File: src/rtl/vedic_mult_pipe.sv
// Pipelined Vedic (Urdhva-Tiryakbhyam) multiplier with a valid/ready handshake.
// Signed operands are reduced to magnitudes in the first stage. The magnitudes are
// split into 2x2 base products, and each later stage merges one recursion level of
// the product tree. The last stage applies the sign and drives the output registers.
// All stages advance together. When the output is held, the whole pipe stalls.
module vedic_mult_pipe #(
  parameter int unsigned WIDTH = 8,
  parameter int unsigned TAG_W = 4
) (
  input  logic               clk,
  input  logic               reset,
  input  logic               in_valid,
  output logic               in_ready,
  input  logic [WIDTH-1:0]   in_a,
  input  logic [WIDTH-1:0]   in_b,
  input  logic               in_signed,
  input  logic [TAG_W-1:0]   in_tag,
  output logic               out_valid,
  input  logic               out_ready,
  output logic [2*WIDTH-1:0] out_product,
  output logic [TAG_W-1:0]   out_tag
);

  // Lvls recursion levels: level 1 holds the 2x2 base products, and level Lvls holds the full product
  localparam int Lvls = $clog2(WIDTH);
  localparam int Nb   = WIDTH / 2;        // 2-bit chunks per operand
  localparam int Np   = Nb * Nb;          // partial-product slots per stage
  localparam int Pw   = 2 * WIDTH;        // every slot is held at full product width

  logic               w_advance;
  logic [WIDTH-1:0]   w_mag_a;
  logic [WIDTH-1:0]   w_mag_b;
  logic               w_neg;
  logic [Pw-1:0]      w_next [Lvls][Np];

  logic [Pw-1:0]      r_prod [Lvls][Np];
  logic               r_vld  [Lvls];
  logic               r_neg  [Lvls];
  logic [TAG_W-1:0]   r_tag  [Lvls];
  logic               r_out_valid;
  logic [Pw-1:0]      r_out_product;
  logic [TAG_W-1:0]   r_out_tag;

  assign w_advance   = ~r_out_valid | out_ready;
  assign in_ready    = w_advance & ~reset;
  assign out_valid   = r_out_valid;
  assign out_product = r_out_product;
  assign out_tag     = r_out_tag;

  // Operand magnitudes and result sign; -2^(WIDTH-1) maps onto itself as an unsigned value
  always_comb begin
    w_mag_a = in_a;
    w_mag_b = in_b;
    w_neg   = 1'b0;
    if (in_signed) begin
      if (in_a[WIDTH-1]) w_mag_a = -in_a;
      if (in_b[WIDTH-1]) w_mag_b = -in_b;
      w_neg = in_a[WIDTH-1] ^ in_b[WIDTH-1];
    end
  end

  // Next contents of every stage: base 2x2 products, then one combine level per stage.
  // Slot i*N+j of a level holds a_chunk[i] * b_chunk[j], where N is the number of chunks.
  always_comb begin
    logic [3:0] ca;
    logic [3:0] cb;
    logic [Pw-1:0] ll;
    logic [Pw-1:0] lh;
    logic [Pw-1:0] hl;
    logic [Pw-1:0] hh;
    ca = '0;
    cb = '0;
    ll = '0;
    lh = '0;
    hl = '0;
    hh = '0;
    for (int s = 0; s < Lvls; s++) begin
      for (int p = 0; p < Np; p++) begin
        w_next[s][p] = '0;
      end
    end
    for (int i = 0; i < Nb; i++) begin
      for (int j = 0; j < Nb; j++) begin
        ca = {2'b00, w_mag_a[2*i +: 2]};
        cb = {2'b00, w_mag_b[2*j +: 2]};
        w_next[0][i*Nb + j] = Pw'(ca * cb);
      end
    end
    // Level k merges four level k-1 products, whose half-width is 2^(k-1)
    for (int k = 2; k <= Lvls; k++) begin
      for (int i = 0; i < (WIDTH >> k); i++) begin
        for (int j = 0; j < (WIDTH >> k); j++) begin
          ll = r_prod[k-2][(2*i)   * (WIDTH >> (k-1)) + 2*j];
          lh = r_prod[k-2][(2*i)   * (WIDTH >> (k-1)) + 2*j + 1];
          hl = r_prod[k-2][(2*i+1) * (WIDTH >> (k-1)) + 2*j];
          hh = r_prod[k-2][(2*i+1) * (WIDTH >> (k-1)) + 2*j + 1];
          w_next[k-1][i * (WIDTH >> k) + j] = ll + ((hl + lh) << (1 << (k-1))) + (hh << (1 << k));
        end
      end
    end
  end

  // Control path and output registers: cleared asynchronously, so in-flight work is dropped
  always_ff @(posedge clk or posedge reset) begin
    if (reset) begin
      for (int s = 0; s < Lvls; s++) begin
        r_vld[s] <= 1'b0;
      end
      r_out_valid   <= 1'b0;
      r_out_product <= '0;
      r_out_tag     <= '0;
    end else if (w_advance) begin
      r_vld[0] <= in_valid;
      for (int s = 1; s < Lvls; s++) begin
        r_vld[s] <= r_vld[s-1];
      end
      r_out_valid   <= r_vld[Lvls-1];
      r_out_product <= r_neg[Lvls-1] ? -r_prod[Lvls-1][0] : r_prod[Lvls-1][0];
      r_out_tag     <= r_tag[Lvls-1];
    end
  end

  // Datapath registers: these need no reset because they are qualified by the valid bits
  always_ff @(posedge clk) begin
    if (w_advance) begin
      r_neg[0] <= w_neg;
      r_tag[0] <= in_tag;
      for (int s = 1; s < Lvls; s++) begin
        r_neg[s] <= r_neg[s-1];
        r_tag[s] <= r_tag[s-1];
      end
      for (int s = 0; s < Lvls; s++) begin
        for (int p = 0; p < Np; p++) begin
          r_prod[s][p] <= w_next[s][p];
        end
      end
    end
  end

endmodule

File: config.mk
export PLATFORM = sky130hd
export DESIGN_NAME = vedic_mult_pipe
export DESIGN_NICKNAME = d
export VERILOG_FILES = /design/src/rtl/vedic_mult_pipe.sv
export SDC_FILE = /design/constraint.sdc
export NUM_CORES = 1
export LEC_CHECK = 0
export ABC_AREA = 1
export BUFFER_PORTS_ARGS = -buffer_cell sky130_fd_sc_hd__buf_2
export CAP_MARGIN = 20
export CORE_ASPECT_RATIO = 0.75
export CORE_UTILIZATION = 55
export CTS_CLUSTER_DIAMETER = 60
export CTS_CLUSTER_SIZE = 12
export DETAILED_ROUTE_END_ITERATION = 16
export PLACE_DENSITY_LB_ADDON = 0.05
export SETUP_SLACK_MARGIN = 0.1
export SYNTH_ARGS = -nofsm -noshare
export SYNTH_HDL_FRONTEND = slang
export SYNTH_SLANG_ARGS = --single-unit
File: constraint.sdc
create_clock -name clk -period 5.9 [get_ports clk]
set_clock_uncertainty 0.05 [all_clocks]
set_input_delay 0.885 -clock clk [delete_from_list [all_inputs] [get_ports clk]]
set_output_delay 0.885 -clock clk [all_outputs]
set_load 0.05 [all_outputs]
* Word level (Yosys, flattened, before mapping)
Memory sizes are Yosys's and may differ from the RTL's. A register that Yosys moved wholly into a read port is not among the register bits.
Index checks and enable logic that the tools add are counted.
** Cells by class
- Add/subtract/negate cells :: 18
- Multiply operators :: 16
- Muxes and demuxes :: 8
- Bitwise logic cells :: 5
** Operators with widths (number)
- 16-bit adder :: 10
- 2-bit by 2-bit multiplier with 4-bit output :: 16
- 14-bit adder :: 4
- 8-bit 2-to-1 mux :: 4
- 16-bit 2-to-1 mux :: 1
- 16-bit negator :: 1
- 8-bit negator :: 2
- 12-bit adder :: 1
- 1-bit 2-to-1 mux :: 3
- 1-bit NOT :: 2
- 1-bit AND :: 1
- 1-bit OR :: 1
- 1-bit XOR :: 1
** Word-level totals
- Bits in registers :: 20
- RAM bits :: 351
- Bits of input ports :: 25
- Output and inout port bits :: 22
- Logic and storage cells :: 55
- Memories :: 3
** Memories
- r_prod :: words 3, width 112, rd ports 3, clocked after memory_dff 0, wr ports 3, line 36 : logic [Pw-1:0] r_prod [Lvls][Np];
- r_tag :: words 3, width 4, rd ports 3, clocked after memory_dff 1, wr ports 3, line 39 : logic [TAG_W-1:0] r_tag [Lvls];
- r_neg :: words 3, width 1, rd ports 3, clocked after memory_dff 0, wr ports 3, line 38 : logic r_neg [Lvls];

* Depth between registers and ports, before layout
Gate-level depths: netlist of the first run.
- Depth after elaboration :: 4
- Mapped depth :: 16
- Gate-level depth less buffers :: 16

* Worst setup path after synthesis of the first run
Ideal clock, no wire load.
- Path type :: input to register
- Start :: input port out_ready
- End :: memory r_neg[0][0] (enable)
- Library setup time :: 0.546 ns
- Arrival :: 4.710 ns
- Data required time :: 5.304 ns
- Setup slack :: 0.594 ns
- Stages on the path :: 3
- Buffers on the path :: 1
- Cell sequence :: nor2_1 inv_1 clkbuf_1
** RTL lines
- from (decl) :: line 19 : input logic out_ready,
- to (decl) :: line 38

==> flow_summary.json, run 1 <==
{
  "status": "complete, no violations",
  "r2r_cells": 10,
  "dp_cells": 1013,
  "seq_area_frac_synth": 0.531,
  "maxCapViolCount": 0,
  "routed-via-count": 5642,
  "cts_resized": 0,
  "timing.hold.ws_ps": 369,
  "postSynthCellCount": 772,
  "synth-compound-area-share": 0.0515,
  "tightest_slew_ps": 889,
  "hold_class": "reg -> reg",
  "hold_viol": 0,
  "wl_per_cell_um": 16.4,
  "initial_core_util": 0.575,
  "drv_slew": 0,
  "core_area_sq_um": 14700,
  "crit_path_frequent_cell": "o21ai_0",
  "cts_buffers": 17,
  "final_layout_size_suffix_gt1_frac": 0.134,
  "fin_crit_ps": 3490,
  "cp.depth": 10,
  "clk_pin_slew_worst_paths_ps": 70,
  "grt_use_met3": 0.0469,
  "clk_path_buf_depth": 2,
  "grtUsageMet2": 0.346,
  "dieHeight_um": 110,
  "synthAdderAreaFrac": 0.172,
  "first_iter_violations": 390,
  "drcViolationCount": 0,
  "io_pins": 47,
  "tritoncts": "done",
  "synth_area_sq_um": 8480,
  "stdcell_count": 1046,
  "cts_setup_buffers": 0,
  "timing.critical_path.buf_inv": 1,
  "antenna_found_initial": 0,
  "antenna_cells": 0,
  "path_cells": "ha_1 -> inv_1 -> fa_1 -> o21ai_0 -> xor2_1 -> fa_1 -> ha_1 -> o21ai_0 -> o21ai_0 -> xor2_1",
  "vias_per_cell": 5.39,
  "max_freq_mhz": 286,
  "hold_depth": 0,
  "grt_max_degree": 103,
  "slew_headroom": 0.407,
  "dpl.hpwl_mm": 12.7,
  "path_delay_family": "adder cells",
  "routed_wl_mm": 17.1,
  "dr.pass1.iters": 5,
  "worstSetupEndpointType": "flip-flop",
  "rsz0062_at_grt": "no",
  "grt_pass1_vias": 5477,
  "areaGrowthSynthToFinish_pct": 13.4,
  "nNetsFinal": 968,
  "synth_top_cell_area_share": 0.460,
  "cts.sinks": 154,
  "synth_top_area_cell": "edfxtp_1",
  "port_buffers": 46,
  "cts-root-buf": "clkbuf_16",
  "htree_levels": 4,
  "crit_type": "reg -> reg",
  "use_met1": 0.338,
  "crit_path_max_fanout": 5,
  "synthesis.nets": 907,
  "slowest_delay_ps": 450,
  "setup-tns-final_ps": 0,
  "busiest_layer": "met2",
  "crit_arrival_ps": 3610,
  "hold_buffers": 0,
  "dieWidth_um": 145,
  "dieArea_sq_um": 15900,
  "yosysUniqueCellTypes": 37,
  "grt_pass1_wl_mm": 27.5,
  "synthSimpleGateAreaFrac": 0.160,
  "synth_mux_area_frac": 0,
  "num_rows": 38,
  "yosys_register_bits": 154,
  "cp_slowest_cell": "fa_1",
  "grt_use_total": 0.231,
  "synth_top_family_by_area": "adder cells",
  "crit_required_ps": 6020,
  "grt-ovfl-total": 0,
  "synth_area_leaders": "edfxtp_1 (46%), ha_1 (15%), dfrtp_1 (7.1%), nand2_1 (6.5%), nor2_1 (4.5%)",
  "drtAntennaViolNets": 0,
  "critPathLaunchType": "flip-flop",
  "period_share": 0.592,
  "syn_area_per_cell_sq_um": 11.0,
  "ys.warnings.count": 0,
  "post-route-util": 0.652,
  "synth_xor_area_frac": 0.0556,
  "finalSetupViolCount": 0,
  "clkLatencyLatePin_ps": 440,
  "gp_routability_congestion": 0.830
}
layout by cell type, fill, tap and decap left out, drive strengths merged:
cell	count
nand3	59
a31oi	1
xnor2	6
a21boi	1
and2	2
dfrtp	24
a22oi	1
inv	67
o21ai	22
nor2	104
edfxtp	130
a21o	1
o211ai	2
nand4	6
o21a	3
ha	99
fa	11
buf	49
or2	2
xor2	41
a31o	1
clkinv	7
nand2	150
a21oi	36
o21bai	4
clkbuf	17
metal layers:
layer / routed length, um / up-vias
li1: - / 2787
met1: 8710 / 2686
met2: 7300 / 152
met3: 901 / 17
met4: 209 / 0
met5: 0 / -
through the flow:
step           setup slack [ps]  instance area, sq um
2_1_floorplan               594                  8480
3_3_place_gp               2580                  8950
3_5_place_dp               2430                  8950
4_1_cts                    2440                  9590
5_1_grt                    2140                  9610
6_report                   2410                  9610
cells by family (layout without fill, tap and decap cells):
logic type | after synthesis | after routing
simple gates | 323 | 323
compound gates | 72 | 72
xor+xnor | 47 | 47
buf+inv | 66 | 140
fa+ha+maj | 110 | 110
flops | 154 | 154
cell type report:
| type | instances | area, sq um |
|---|---|---|
| flip-flops and latches | 154 | 4500 |
| repair buffers | 49 | 273 |
| clock inverters | 15 | 209 |
| clock buffers | 17 | 425 |
| inverters | 59 | 229 |
| fillers | 1136 | 5120 |
| well taps | 200 | 250 |
| multi-input cells | 552 | 3720 |
sequential cells by signal, indices dropped and copies added (netlist names):
name and count:
out_valid 1, r_prod 115, out_product 16, r_tag 12
r_neg 3, r_vld 3, out_tag 4
final timing paths:
path / endpoint / slack, ps / start
min in group asynchronous: out_product[10] / 380 / reset
worst max-delay path: r_prod[2][107] / 2410 / r_prod[1][64]
worst min-delay path: r_prod[1][64] / 370 / r_prod[0][28]
worst min register to register: r_prod[1][64] / 370 / r_prod[0][28]
max in group asynchronous: out_product[1] / 4990 / reset
worst max register to register: r_prod[2][107] / 2410 / r_prod[1][64]
Yosys cell counts (all sizes together):
library cell and n:
nand2 150, edfxtp 130, nor2 104, ha 99, nand3 59, inv 58
xor2 41, a21oi 36, dfrtp 24, o21ai 22, fa 11, nand4 6
xnor2 6, buf 4, o21bai 4, clkbuf 3, o21a 3, and2 2
o211ai 2, or2 2, a21boi 1, a21o 1, a22oi 1, a31o 1
a31oi 1, clkinv 1
Power of run 1 is not shown: default switching activity piles up to over one toggle a cycle in this logic, so the estimate is an artifact.
==> inputs of run 2 (changes only) <==
==> constraint.sdc (replaced) <==
create_clock -name clk -period 2.8 [get_ports clk]
set_clock_uncertainty 0.05 [all_clocks]
set_input_delay 0.42 -clock clk [delete_from_list [all_inputs] [get_ports clk]]
set_output_delay 0.42 -clock clk [all_outputs]
set_load 0.05 [all_outputs]
==> run 2 against run 1 <==
- the flow now finishes with violations (setup timing)
- fmax rose by 21%
- critical path depth did not move
- clock-buffer cell count unchanged
- worst hold slack lost 250 ps
- flip-flop and latch count unchanged
- final cell count increased by 3.1%
- routed wire length is 4.3% higher
- worst setup slack worse by 2500 ps
- critical endpoint unchanged
==> flow_summary.json, run 2 (synthesized netlist as in run 1, its figures left out) <==
{
  "num_rows": 38,
  "fin_crit_ps": 2890,
  "dpl-instance-area_sq_um": 9220,
  "dr.pass1.iters": 4,
  "cts.sinks": 154,
  "antenna_found_initial": 0,
  "post-route-util": 0.685,
  "wl_per_cell_um": 16.6,
  "slowest_delay_ps": 480,
  "fillers": 1070,
  "hp-start": "in_tag[3]",
  "r2r_slack_ps": -90,
  "timing.critical_path.buf_inv": 1,
  "hold_viol": 0,
  "dieArea_sq_um": 15900,
  "port_buffers": 46,
  "drv_slew": 0,
  "io_pins": 47,
  "crit_path_max_fanout": 5,
  "grt_pass1_wl_mm": 28.9,
  "crit_type": "reg -> reg",
  "hold_depth": 1,
  "final_layout_size_suffix_gt1_frac": 0.215,
  "grt_use_total": 0.240,
  "first_iter_violations": 347,
  "clk_pin_slew_worst_paths_ps": 60,
  "path_cells": "ha_2 -> inv_2 -> fa_2 -> o21ai_4 -> xor2_2 -> fa_1 -> ha_4 -> o21ai_4 -> o21ai_2 -> xor2_2",
  "htree_levels": 4,
  "regMostFlops": "r_prod",
  "layout_common_cells": "nand2_1 (142), edfxtp_1 (130), nor2_1 (97), ha_1 (86), nand3_1 (55)",
  "critPathLaunchType": "flip-flop",
  "stdcell_count": 1078,
  "grt-ovfl-total": 0,
  "final_common_cell": "nand2_1",
  "hold_class": "in -> reg",
  "min_to": "r_tag[0][3]",
  "initial_core_util": 0.575,
  "crit_arrival_ps": 3010,
  "rsz0062_at_grt": "yes",
  "status": "finished with violations",
  "dp_cells": 1042,
  "grt_pass1_vias": 5837,
  "slew_headroom": 0.421,
  "r2r_start": "r_prod[1][64]",
  "cts-root-buf": "clkbuf_16",
  "clk_path_buf_depth": 2,
  "vias_per_cell": 5.42,
  "tritoncts": "done",
  "antenna_cells": 0,
  "path_delay_family": "adder cells",
  "setup_ws_ps": -86.1,
  "drtAntennaViolNets": 0,
  "areaGrowthSynthToFinish_pct": 19.0,
  "clkLatencyLatePin_ps": 430,
  "grt_max_degree": 55,
  "maxCapViolCount": 0,
  "cts_buffers": 17,
  "dieHeight_um": 110,
  "period_share": 1.03,
  "core_area_sq_um": 14700,
  "finalSetupViolCount": 6,
  "regToRegEndpoint": "r_prod[2][107]",
  "crit_required_ps": 2920,
  "tightest_slew_ps": 868,
  "dpl.hpwl_mm": 13.3,
  "routed-via-count": 5841,
  "stdcell_area_sq_um": 10100,
  "gp_routability_congestion": 0.879,
  "dieWidth_um": 145,
  "r2r_cells": 10,
  "max_freq_mhz": 346,
  "nNetsFinal": 1000,
  "routed_wl_mm": 17.9,
  "largest_reg_flops": 115,
  "cp_slowest_cell": "fa_1",
  "violations": "setup timing",
  "worstSetupEndpointType": "flip-flop",
  "drcViolationCount": 0
}
==> run 2: cell types whose count changed in the layout (fill, tap and decap cells not counted), moves of 5 or more <==
cell	previous run	this run
a21oi_1	35	28
a21oi_2	1	6
buf_4	2	33
clkinv_8	5	0
ha_1	99	86
ha_4	0	11
inv_12	5	0
o21ai_0	16	9
==> run 2: final cells by class <==
type / instances / area [sq um] / share of cell area
multi-input cells: 552 / 4020 / 0.399
repair buffers: 81 / 518 / 0.0513
inverters: 59 / 231 / 0.0229
well taps: 200 / 250 / 0.0248
flip-flops and latches: 154 / 4500 / 0.446
clock buffers: 17 / 425 / 0.0422
clock inverters: 15 / 139 / 0.0138
==> run 2: worst register-to-register path: stages (launching register included) <==
cell,delay (ps)
edfxtp_1,330
ha_2,180
inv_2,40
fa_2,360
o21ai_4,190
xor2_2,180
fa_1,480
ha_4,310
o21ai_4,210
o21ai_2,110
xor2_2,190
==> run 2: layer usage <==
| metal | GRT usage | part of all wire |
|---|---|---|
| met1 | 0.338 | 0.49 |
| met2 | 0.383 | 0.45 |
| met3 | 0.0415 | 0.049 |
| met4 | 0.0827 | 0.014 |
| met5 | 0 | 0 |
==> run 2: metrics by stage <==
stage / setup slack, ps / hold WS, ps / TNS [ps]
floorplan: 100 / 350 / 0
global placement: -111 / 352 / -450
detailed placement: -158 / 355 / -541
CTS: -86.0 / 106 / -312
global route: -213 / 114 / -1190
finish: -86.1 / 122 / -338
==> run 2: worst max-delay path by stage <==
| stage | startpoint | end | depth (start not counted) |
|---|---|---|---|
| final | r_prod[1][64] | r_prod[2][107] | 10 |
| after global routing | r_prod[1][80] | r_prod[2][111] | 12 |
| after CTS | r_prod[1][80] | r_prod[2][111] | 12 |
| after detailed placement | r_prod[1][69] | r_prod[2][109] | 13 |
| after global placement | r_prod[1][67] | r_prod[2][109] | 12 |
| after floorplan | r_prod[1][64] | r_prod[2][109] | 13 |
==> run 2: timing repair <==
| action | 4_1_cts | 5_1_grt |
|---|---|---|
| hold buffers | 0 | 0 |
| endpoints found under the setup margin | 7 | 7 |
| pin swaps | 9 | 25 |
| gates resized for setup | 16 | 35 |
| buffers inserted | 0 | 4 |
| endpoints found under the hold margin | 0 | 0 |
Power of run 2 is left out for the same reason.
==> inputs of run 3 (changes only) <==
==> constraint.sdc (replaced) <==
create_clock -name clk -period 2.85 [get_ports clk]
set_clock_uncertainty 0.05 [all_clocks]
set_input_delay 0.4275 -clock clk [delete_from_list [all_inputs] [get_ports clk]]
set_output_delay 0.4275 -clock clk [all_outputs]
set_load 0.05 [all_outputs]
==> run 3 against run 2 <==
- the run now ends clean
- register-to-register slack improved by 90 ps
- fmax increased by 1.5%
- utilization decreased by 0.70 points
- die area unchanged
- routed wire length decreased by 4.7%
- clock-buffer cell count increased by 1
- worst setup slack improved by 92 ps
- critical path depth increased by 2
- final cell count decreased by 0.65%
- non-clock buffer count decreased by 7
- final area decreased by 1.0%
==> flow_summary.json, run 3 (synthesized netlist as in run 1, its figures left out) <==
{
  "status": "complete, no violations",
  "cts.sinks": 154,
  "vias_per_cell": 5.23,
  "cp_slowest_cell": "fa_1",
  "initial_core_util": 0.575,
  "cts-root-buf": "clkbuf_16",
  "timing.hold.ws_ps": 126,
  "rsz0062_at_grt": "yes",
  "max_freq_mhz": 352,
  "timing.critical_path.buf_inv": 1,
  "grt_max_degree": 53,
  "areaGrowthSynthToFinish_pct": 17.8,
  "hp-start": "in_tag[3]",
  "slew_headroom": 0.421,
  "fillers": 1145,
  "tritoncts": "done",
  "fin_crit_ps": 2840,
  "grt-ovfl-total": 0,
  "dieHeight_um": 110,
  "r2r_start": "r_prod[1][64]",
  "antenna_found_initial": 0,
  "largest_reg_flops": 115,
  "io_pins": 47,
  "drv_slew": 0,
  "routed-via-count": 5603,
  "period_share": 0.998,
  "htree_levels": 4,
  "final_layout_size_suffix_gt1_frac": 0.194,
  "drcViolationCount": 0,
  "grt_pass1_wl_mm": 27.4,
  "slowest_delay_ps": 480,
  "finalSetupViolCount": 0,
  "num_rows": 38,
  "nNetsFinal": 993,
  "tightest_slew_ps": 867,
  "crit_arrival_ps": 2970,
  "hold_class": "in -> reg",
  "wl_per_cell_um": 15.9,
  "first_iter_violations": 297,
  "dieArea_sq_um": 15900,
  "path_delay_family": "adder cells",
  "setup-tns-final_ps": 0,
  "core_area_sq_um": 14700,
  "grt_use_total": 0.231,
  "clkLatencyLatePin_ps": 420,
  "clk_pin_slew_worst_paths_ps": 70,
  "layout_common_cells": "nand2_1 (144), edfxtp_1 (130), nor2_1 (100), ha_1 (87), nand3_1 (59)",
  "hold_viol": 0,
  "critPathLaunchType": "flip-flop",
  "regMostFlops": "r_prod",
  "grt_pass1_vias": 5548,
  "antenna_cells": 0,
  "maxCapViolCount": 0,
  "cts_buffers": 17,
  "routed_wl_mm": 17.0,
  "gp_routability_congestion": 0.831,
  "path_cells": "ha_2 -> inv_2 -> fa_2 -> o21ai_4 -> xor2_2 -> fa_1 -> ha_4 -> nand2_4 -> nor2_1 -> nand3_1 -> nand4_1 -> nand2_1",
  "crit_path_max_fanout": 5,
  "dpl.hpwl_mm": 12.8,
  "drtAntennaViolNets": 0,
  "clk_path_buf_depth": 2,
  "worstSetupEndpointType": "flip-flop",
  "crit_required_ps": 2980,
  "dieWidth_um": 145,
  "cp-startpoint": "r_prod[1][64]",
  "final_common_cell": "nand2_1",
  "crit_type": "reg -> reg",
  "port_buffers": 46,
  "dr.pass1.iters": 5
}
## run 3: cell count changes in the layout (fill, tap and decap cells not counted), sizes merged
cell	before	now
bufinv	1	2
clkinv	5	3
clkbuf	17	18
buf	81	74
inv	65	68
clkinvlp	3	0
## run 3: final timing paths
| kind | endpoint | slack, ps | cells after the start |
|---|---|---|---|
| max | r_prod[2][110] | 6 | 12 |
| max in group asynchronous | out_product[6] | 2070 | 2 |
| max reg2reg | r_prod[2][110] | 6 | 12 |
| min in group asynchronous | out_tag[1] | 140 | 2 |
| min | r_tag[0][3] | 130 | 1 |
| min reg2reg | r_prod[1][80] | 370 | 0 |
## run 3: per-layer routing
metal	wire length, um	vias up	GRT usage
li1	-	2825	-
met4	255	0	0.0782
met1	8420	2634	0.312
met3	899	22	0.0598
met5	0	-	0
met2	7450	122	0.368
## run 3: timing repair
item,4_1_cts,5_1_grt
resized for setup,18,15
endpoints found under the setup margin,6,8
hold buffers,0,0
pin swaps,3,2
buffers inserted,0,2
## run 3: per-stage QoR
| step | util | cells | area [sq um] | setup slack [ps] |
|---|---|---|---|---|
| 6_report | 0.678 | 1071 | 9990 | 5.98 |
| 3_5_place_dp | 0.624 | 1037 | 9200 | -45.3 |
| 2_1_floorplan | - | 772 | 8520 | 118 |
| 4_1_cts | 0.670 | 1069 | 9880 | 9.03 |
| 5_1_grt | 0.678 | 1071 | 9990 | -102 |
| 3_3_place_gp | 0.624 | 1037 | 9200 | -38.3 |
## run 3: layout make-up
type | instances | area, sq um | area share
multi-input combinational | 552 | 3940 | 0.395
tap | 200 | 250 | 0.0251
sequential | 154 | 4500 | 0.451
timing repair buffer | 74 | 465 | 0.0466
inverter | 59 | 229 | 0.0229
clock buffer | 18 | 429 | 0.0430
clock inverter | 14 | 168 | 0.0168
Power of run 3 is left out for the same reason.
